===== config.mk =====
export PLATFORM = sky130hd
export DESIGN_NAME = branch_pht_sched
export DESIGN_NICKNAME = d
export VERILOG_FILES = /design/src/rtl/branch_pht_pkg.sv /design/src/rtl/branch_pht_upd_queue.sv /design/src/rtl/branch_pht_sched.sv
export SDC_FILE = /design/constraint.sdc
export NUM_CORES = 1
export LEC_CHECK = 0
export ABC_AREA = 0
export CAP_MARGIN = 0
export CORE_ASPECT_RATIO = 0.8
export CORE_MARGIN = 5
export CORE_UTILIZATION = 41
export CTS_BUF_LIST = sky130_fd_sc_hd__clkbuf_4
export CTS_CLUSTER_DIAMETER = 200
export CTS_CLUSTER_SIZE = 8
export DETAILED_ROUTE_END_ITERATION = 7
export GPL_TIMING_DRIVEN = 0
export PLACE_DENSITY = 0.87
export SKIP_LAST_GASP = 1
export SLEW_MARGIN = 15
export SYNTH_ARGS = -nofsm -noshare
export SYNTH_HDL_FRONTEND = slang
export SYNTH_SLANG_ARGS = --single-unit
export TNS_END_PERCENT = 50

===== constraint.sdc =====
create_clock -name clk -period 2.7 [get_ports clk]
set_clock_uncertainty 0.05 [all_clocks]
set_input_delay 0.81 -clock clk [delete_from_list [all_inputs] [get_ports clk]]
set_output_delay 0.81 -clock clk [all_outputs]
set_load 0.03 [all_outputs]

===== src/rtl/branch_pht_pkg.sv =====
// Shared types and helpers for the bimodal PHT scheduler: FSM states,
// 2-bit counter encodings, saturating update and the update-queue entry.
package branch_pht_pkg;

  typedef enum logic {
    ST_INIT = 1'b0,
    ST_RUN  = 1'b1
  } state_e;

  localparam logic [1:0] STRONG_NT = 2'b00;
  localparam logic [1:0] WEAK_NT   = 2'b01;
  localparam logic [1:0] WEAK_T    = 2'b10;
  localparam logic [1:0] STRONG_T  = 2'b11;

  // Widest index a 32-bit word-aligned PC can produce; tops narrow it as needed.
  localparam int unsigned PC_IDX_W = 30;

  typedef struct packed {
    logic [PC_IDX_W-1:0] index;
    logic                taken;
  } upd_entry_t;

  function automatic logic [1:0] sat_update(input logic [1:0] cnt, input logic taken);
    logic [1:0] res;
    res = cnt;
    if (taken) begin
      if (cnt != STRONG_T) res = cnt + 2'd1;
    end else begin
      if (cnt != STRONG_NT) res = cnt - 2'd1;
    end
    return res;
  endfunction

endpackage


===== src/rtl/branch_pht_upd_queue.sv =====
// FIFO of resolved-branch updates awaiting a PHT read-modify-write slot.
// Full/empty decode the registered count, so a pop frees a slot only next cycle.
module branch_pht_upd_queue
  import branch_pht_pkg::*;
#(
  parameter int unsigned DEPTH = 4
) (
  input  logic       clk,
  input  logic       reset,
  input  logic       flush,
  input  logic       push,
  input  upd_entry_t push_data,
  input  logic       pop,
  output upd_entry_t head,
  output logic       full,
  output logic       empty
);

  localparam int unsigned AW = $clog2(DEPTH);
  localparam int unsigned CW = AW + 1;

  upd_entry_t        mem_q [DEPTH];
  upd_entry_t        mem_d [DEPTH];
  logic [AW-1:0]     rd_ptr_q, rd_ptr_d;
  logic [AW-1:0]     wr_ptr_q, wr_ptr_d;
  logic [CW-1:0]     count_q, count_d;
  logic              do_push, do_pop;

  assign full    = (count_q == CW'(DEPTH));
  assign empty   = (count_q == '0);
  assign do_push = push & ~full;
  assign do_pop  = pop & ~empty;
  assign head    = mem_q[rd_ptr_q];

  always_comb begin
    mem_d    = mem_q;
    rd_ptr_d = rd_ptr_q;
    wr_ptr_d = wr_ptr_q;
    count_d  = count_q;
    if (flush) begin
      rd_ptr_d = '0;
      wr_ptr_d = '0;
      count_d  = '0;
    end else begin
      if (do_push) begin
        mem_d[wr_ptr_q] = push_data;
        wr_ptr_d        = wr_ptr_q + AW'(1);
      end
      if (do_pop) rd_ptr_d = rd_ptr_q + AW'(1);
      count_d = count_q + CW'(do_push) - CW'(do_pop);
    end
  end

  always_ff @(posedge clk) begin
    if (reset) begin
      rd_ptr_q <= '0;
      wr_ptr_q <= '0;
      count_q  <= '0;
    end else begin
      rd_ptr_q <= rd_ptr_d;
      wr_ptr_q <= wr_ptr_d;
      count_q  <= count_d;
    end
  end

  // Payload storage needs no reset; validity is tracked by the count.
  always_ff @(posedge clk) begin
    mem_q <= mem_d;
  end

endmodule


===== src/rtl/branch_pht_sched.sv =====
// Arbitrates the PHT read/write ports between fetch lookups and queued updates.
// Define BRANCH_PHT_SCHED_SWEEP_EN to sweep the table to weakly-not-taken after reset/flush.
module branch_pht_sched
  import branch_pht_pkg::*;
#(
  parameter int unsigned PHT_size     = 2048,
  parameter int unsigned QUEUE_DEPTH  = 4,
  parameter int unsigned STARVE_LIMIT = 8
) (
  input  logic                        clk,
  input  logic                        reset,
  input  logic                        flush,
  input  logic                        lookup_val,
  input  logic [31:0]                 lookup_pc,
  output logic                        lookup_rdy,
  output logic                        prediction,
  input  logic                        upd_val,
  input  logic [31:0]                 upd_pc,
  input  logic                        upd_taken,
  output logic                        upd_rdy,
  output logic [$clog2(PHT_size)-1:0] pht_raddr,
  input  logic [1:0]                  pht_rdata,
  output logic                        pht_wen,
  output logic [$clog2(PHT_size)-1:0] pht_waddr,
  output logic [1:0]                  pht_wdata,
  output logic                        busy
);

  localparam int unsigned IDX_W = $clog2(PHT_size);
  localparam int unsigned STV_W = $clog2(STARVE_LIMIT + 1);
`ifdef BRANCH_PHT_SCHED_SWEEP_EN
  localparam state_e ST_RESET = ST_INIT;
`else
  localparam state_e ST_RESET = ST_RUN;
`endif

  state_e            state_q, state_d;
  logic [STV_W-1:0]  starve_q, starve_d;
  logic              kill, q_full, q_empty, q_push, drain, lookup_win;
  logic [IDX_W-1:0]  lookup_idx, head_idx;
  upd_entry_t        push_entry, head_entry;
  logic              unused_bits;

  assign kill       = reset | flush;
  assign lookup_idx = lookup_pc[IDX_W+1:2];
  assign head_idx   = IDX_W'(head_entry.index);
  assign push_entry = '{index: PC_IDX_W'(upd_pc[IDX_W+1:2]), taken: upd_taken};
  assign upd_rdy    = ~q_full;
  assign q_push     = upd_val & upd_rdy & ~kill;
  assign prediction = pht_rdata[1];
  assign unused_bits = ^{lookup_pc, upd_pc, head_entry};

  // Drain wins when fetch is idle, the queue is full, or updates have starved.
  assign drain = (state_q == ST_RUN) & ~kill & ~q_empty &
                 (~lookup_val | q_full | (starve_q == STV_W'(STARVE_LIMIT)));
  assign lookup_win = (state_q == ST_RUN) & ~drain;

  branch_pht_upd_queue #(
    .DEPTH(QUEUE_DEPTH)
  ) u_queue (
    .clk       (clk),
    .reset     (reset),
    .flush     (flush),
    .push      (q_push),
    .push_data (push_entry),
    .pop       (drain),
    .head      (head_entry),
    .full      (q_full),
    .empty     (q_empty)
  );

`ifdef BRANCH_PHT_SCHED_SWEEP_EN
  logic [IDX_W-1:0] sweep_idx_q, sweep_idx_d;

  always_comb begin
    sweep_idx_d = sweep_idx_q;
    if (flush) sweep_idx_d = '0;
    else if (state_q == ST_INIT) sweep_idx_d = sweep_idx_q + IDX_W'(1);
  end

  always_ff @(posedge clk) begin
    if (reset) sweep_idx_q <= '0;
    else       sweep_idx_q <= sweep_idx_d;
  end
`endif

  always_ff @(posedge clk) begin
    if (reset) state_q <= ST_RESET;
    else       state_q <= state_d;
  end

  always_comb begin
    state_d = state_q;
`ifdef BRANCH_PHT_SCHED_SWEEP_EN
    if (flush) state_d = ST_INIT;
    else if (state_q == ST_INIT && sweep_idx_q == IDX_W'(PHT_size - 1)) state_d = ST_RUN;
`else
    state_d = ST_RUN;
`endif
  end

  // Counts lookup wins while updates wait; any drain or an empty queue resets it.
  always_comb begin
    starve_d = starve_q;
    if (q_empty || drain) starve_d = '0;
    else if (lookup_win && !kill && starve_q != STV_W'(STARVE_LIMIT))
      starve_d = starve_q + STV_W'(1);
  end

  always_ff @(posedge clk) begin
    if (reset) starve_q <= '0;
    else       starve_q <= starve_d;
  end

  always_comb begin
    pht_raddr  = lookup_idx;
    lookup_rdy = 1'b0;
    pht_wen    = 1'b0;
    pht_waddr  = head_idx;
    pht_wdata  = sat_update(pht_rdata, head_entry.taken);
    busy       = ~q_empty;
    case (state_q)
`ifdef BRANCH_PHT_SCHED_SWEEP_EN
      ST_INIT: begin
        pht_wen   = 1'b1;
        pht_waddr = sweep_idx_q;
        pht_wdata = WEAK_NT;
        busy      = 1'b1;
      end
`endif
      ST_RUN: begin
        if (drain) begin
          pht_raddr = head_idx;
          pht_wen   = 1'b1;
        end else begin
          lookup_rdy = lookup_val;
        end
      end
      default: ;
    endcase
  end

endmodule

==> summary.txt, run 1 <==
Outcome
  – Status: finished, violations left
  – Failing checks: negative setup slack

Power
  – Sequential share of power: 0.553
  – Switching share of power: 0.233
  – Switching pwr: about 0.00042 W
  – Clock network power share: 0.320
  – Tot Pwr: 0.00180 W
  – Cell-internal power: 0.00138 W
  – Static leakage: 1.36 nW
  – Combinational share of power: 0.127
  – Peak supply drop: slightly above 0.0002 V
  – Pwr Density: 487 nW/um^2

STA
  – Final slew viol count: 0
  – Final Setup Violations: 15
  – RSZ-0062 raised after global routing: yes
  – Worst slew margin: 0.578
  – Max Clk Rate: about 330 MHz
  – Hold Violations, Final: 0
  – Setup WS post-layout: -339 ps
  – Fin crit period: ~3000 ps
  – Setup TNS: -4000 ps
  – Worst-Margin Slew: 633 ps
  – Worst hold margin: 466 ps
  – Period utilisation layout: 1.13

Yosys
  – Post-Synthesis Cells: between 150 and 200
  – Post-synth EDFFs: 48
  – Library cells used by synthesis: 37
  – Syn nets: 237
  – Synth Cell Area: 2610 um^2
  – Yosys reg bits: 59
  – Synth Warn #: 0
  – Asr flop ratio synth: 0
  – Mapped Avg Cell Area: between 15 and 20 um^2
  – Register area share after synthesis: 0.636
  – Top_reg_cell synth: edfxtp_1

Global route
  – Initial antenna violation count: 0
  – First-pass GRT wire length: 8.25 mm
  – GRT Total Usage: 0.140
  – Largest net degree at the start of global routing: 13
  – Number of global-route vias before repair: between 1,500 and 2,000
  – Grt ovf: 0

Route
  – First-pass DRT Iterations: 4
  – Iter 0 DRT Violations: 95
  – Via-per-instance ratio: 4.89
  – Post-DRT Antenna Nets: 0
  – Detailed Route WL: 5.63 mm
  – Via count: 1,637
  – DRC: 0
  – WL/cell: 16.8 um

Critical path
  – R2r worst-path depth: 15
  – CP Cell Sequence: dlygate4sd2_1, o21ai_4, o21a_4, and2_4, buf_12, mux2_4, buf_6
  – CP max FO: 5
  – Endpoint type of the worst setup path: output pin
  – CP top delay family: buffers and inverters
  – Critical path startpoint category: input pin
  – CP peak stage delay: 300 ps
  – Crit Path Class: input pin to output pin
  – Required time of the critical path: 1840 ps
  – Critical R2R Capture: u_queue.count_q[2]
  – Buffers and inverters on the worst path: 3
  – CP max-delay cell: mux2_4
  – Flop2flop setup slack: -160 ps
  – Critical path arrival: 2180 ps
  – FF-to-FF Start: starve_q[1]

Die
  – Starting Density: 0.416
  – Chip height: 81.4 um
  – DIE AREA: around 8100 um^2
  – Core area: roughly 6300 um^2
  – Die span in x: 99.3 um
  – # rows: 26
  – Top-level port count: between 100 and 150

CTS
  – Clk slew on worst S/H paths: 90 ps
  – Clock Sinks: 59
  – # hold bufs at CTS: 0
  – Worst-Skew Late Latency: roughly 400 ps
  – CTS Buf Count: 9
  – H-tree depth: 3
  – CTS tree: built
  – Clk root buf: clkbuf_4
  – Clock Tree Buf Depth: 2

Placed design
  – Buffers on Ports: 58
  – Routability cong.: ~0.7
  – Placed Area: 3350 um^2
  – HPWL after DPL: between 3 and 4 mm

Finish
  – Final instance area: 3700 um^2
  – Layout area overhead: 41.4%
  – # nets final: 327
  – Layout cell share with drive strength beyond 1: 0.450
  – Ant diodes: 0

Flow run
  – Max_cap viols: 0

Worst hold path
  – Worst hold stages: 2
  – Worst min path class: flip-flop to flip-flop
  – Hold Crit Endpoint: u_queue.wr_ptr_q[1]
  – Min-delay src: u_queue.wr_ptr_q[1]
==> routing by layer <==
metal	global-route usage	wire, um
met3	0.0586	395
met4	0.0518	61
met5	0	0
met1	0.146	2190
met2	0.256	2980
==> flip-flops by register name, summed over array words and instances, names as in the netlist <==
name	flops
u_queue.mem_q	48
u_queue.rd_ptr_q	2
starve_q	4
u_queue.wr_ptr_q	2
u_queue.count_q	3
==> worst max-delay path by stage <==
stage / start / to / slack, ps / cells past startpoint
floorplan: lookup_val / u_queue.count_q[2] / -10 / 11
global placement: lookup_val / pht_raddr[0] / -1090 / 7
detailed placement: lookup_val / pht_raddr[1] / -1100 / 7
CTS: starve_q[0] / pht_raddr[1] / -350 / 8
global route: starve_q[1] / pht_raddr[1] / -390 / 8
finish: lookup_val / pht_raddr[1] / -340 / 7
==> cells in the mapped netlist (2+ instances only) <==
cell      count  area (um^2)
edfxtp_1     48         1440
mux4_2       12          270
dfxtp_1      11          220
inv_1         9         33.8
ha_1          8          100
mux2_4        8          120
nor2_1        8         30.0
and2_1        7         43.8
a21oi_1       5         25.0
xnor2_1       5         43.8
buf_2         2         10.0
buf_6         2         22.5
maj3_1        2         20.0
mux2_2        2         22.5
nand2_1       2         7.51
nand3_1       2         10.0
or2_2         2         12.5
or3_1         2         12.5
==> cells by family (layout without fill, tap and decap cells) <==
| kind of cell | Yosys count | after routing | share of synthesized area |
|---|---|---|---|
| xor+xnor | 6 | 6 | 0.0201 |
| flops | 59 | 59 | 0.636 |
| fa+ha+maj | 11 | 11 | 0.0536 |
| buf+inv | 16 | 111 | 0.0311 |
| simple gates | 28 | 28 | 0.0594 |
| compound gates | 12 | 12 | 0.0340 |
| mux | 24 | 24 | 0.166 |
==> cell usage in the layout (no fill, tap or decap), types with 2 or more instances in the layout <==
cell             Yosys  layout
edfxtp_1            48      48
clkdlybuf4s50_1      0      26
buf_4                1      19
buf_6                2      17
mux4_2              12      12
clkbuf_4             0       9
buf_2                2       9
mux2_4               8       8
nor2_1               8       7
and2_1               7       7
dlygate4sd2_1        0       7
inv_1                9       6
dfxtp_1             11       6
a21oi_1              5       5
ha_1                 8       5
xnor2_1              5       4
dfxtp_2              0       4
inv_2                0       3
ha_4                 0       3
clkinv_1             0       3
or3_1                2       2
buf_12               0       2
or2_2                2       2
nand2_1              2       2
maj3_2               0       2
buf_8                0       2
mux2_2               2       2
nand3_1              2       2
clkinv_2             0       2
clkbuf_2             0       2
==> power groups by stage <==
| stage | combinational, W | clock (W) | sequential, W |
|---|---|---|---|
| CTS | 0.000225 | 0.000588 | 0.000995 |
| global route | 0.000242 | 0.000638 | 0.000996 |
| detailed placement | 0.000215 | 0 | 0.00102 |
| floorplan | 0.000111 | 0 | 0.00102 |
| finish | 0.000229 | 0.000575 | 0.000995 |
| global placement | 0.000210 | 0 | 0.00102 |
==> through the flow <==
| stage | worst slack, ps | utilization | cells |
|---|---|---|---|
| floorplan | -12.7 | - | 156 |
| global placement | -1090 | 0.534 | 298 |
| detailed placement | -1100 | 0.534 | 298 |
| CTS | -350 | 0.580 | 327 |
| global route | -391 | 0.589 | 335 |
| finish | -339 | 0.589 | 335 |
==> worst min-delay path, stage by stage, from the launching register on <==
cell and delay [ps]:
dfxtp_1 350, nand2_1 70, a21oi_1 60
==> cell type report <==
class                      instances  area (um^2)
clock inverter                     7         58.8
timing repair buffer              79          736
fill                             452         2580
tap                               84          105
buffer                             7         76.3
clock buffer                       9         67.6
multi-input combinational         81          948
sequential                        59         1670
inverter                           9         33.8
==> repair_timing <==
item	4_1_cts	5_1_grt
setup buffers	12	8
pin swaps	10	1
endpoints found under the setup margin	79	36
resized for setup	175	8
cloned	1	0
Power figures use the tool's default switching activity.
==> run 2, diff against run 1 <==
--- a/config.mk
+++ b/config.mk
@@ -17,7 +17,6 @@
 export GPL_TIMING_DRIVEN = 0
 export PLACE_DENSITY = 0.87
 export SKIP_LAST_GASP = 1
-export SLEW_MARGIN = 15
 export SYNTH_ARGS = -nofsm -noshare
 export SYNTH_HDL_FRONTEND = slang
 export SYNTH_SLANG_ARGS = --single-unit
==> results of run 2 <==
Same layout as run 1: the final DEF is identical, and so are final timing and power.
==> run 3, diff against run 2 <==
--- a/config.mk
+++ b/config.mk
@@ -15,6 +15,7 @@
 export CTS_CLUSTER_SIZE = 8
 export DETAILED_ROUTE_END_ITERATION = 7
 export GPL_TIMING_DRIVEN = 0
+export HOLD_SLACK_MARGIN = 0.15
 export PLACE_DENSITY = 0.87
 export SKIP_LAST_GASP = 1
 export SYNTH_ARGS = -nofsm -noshare
==> results of run 3 <==
Same layout as run 1: the final DEF is identical, and so are final timing and power.
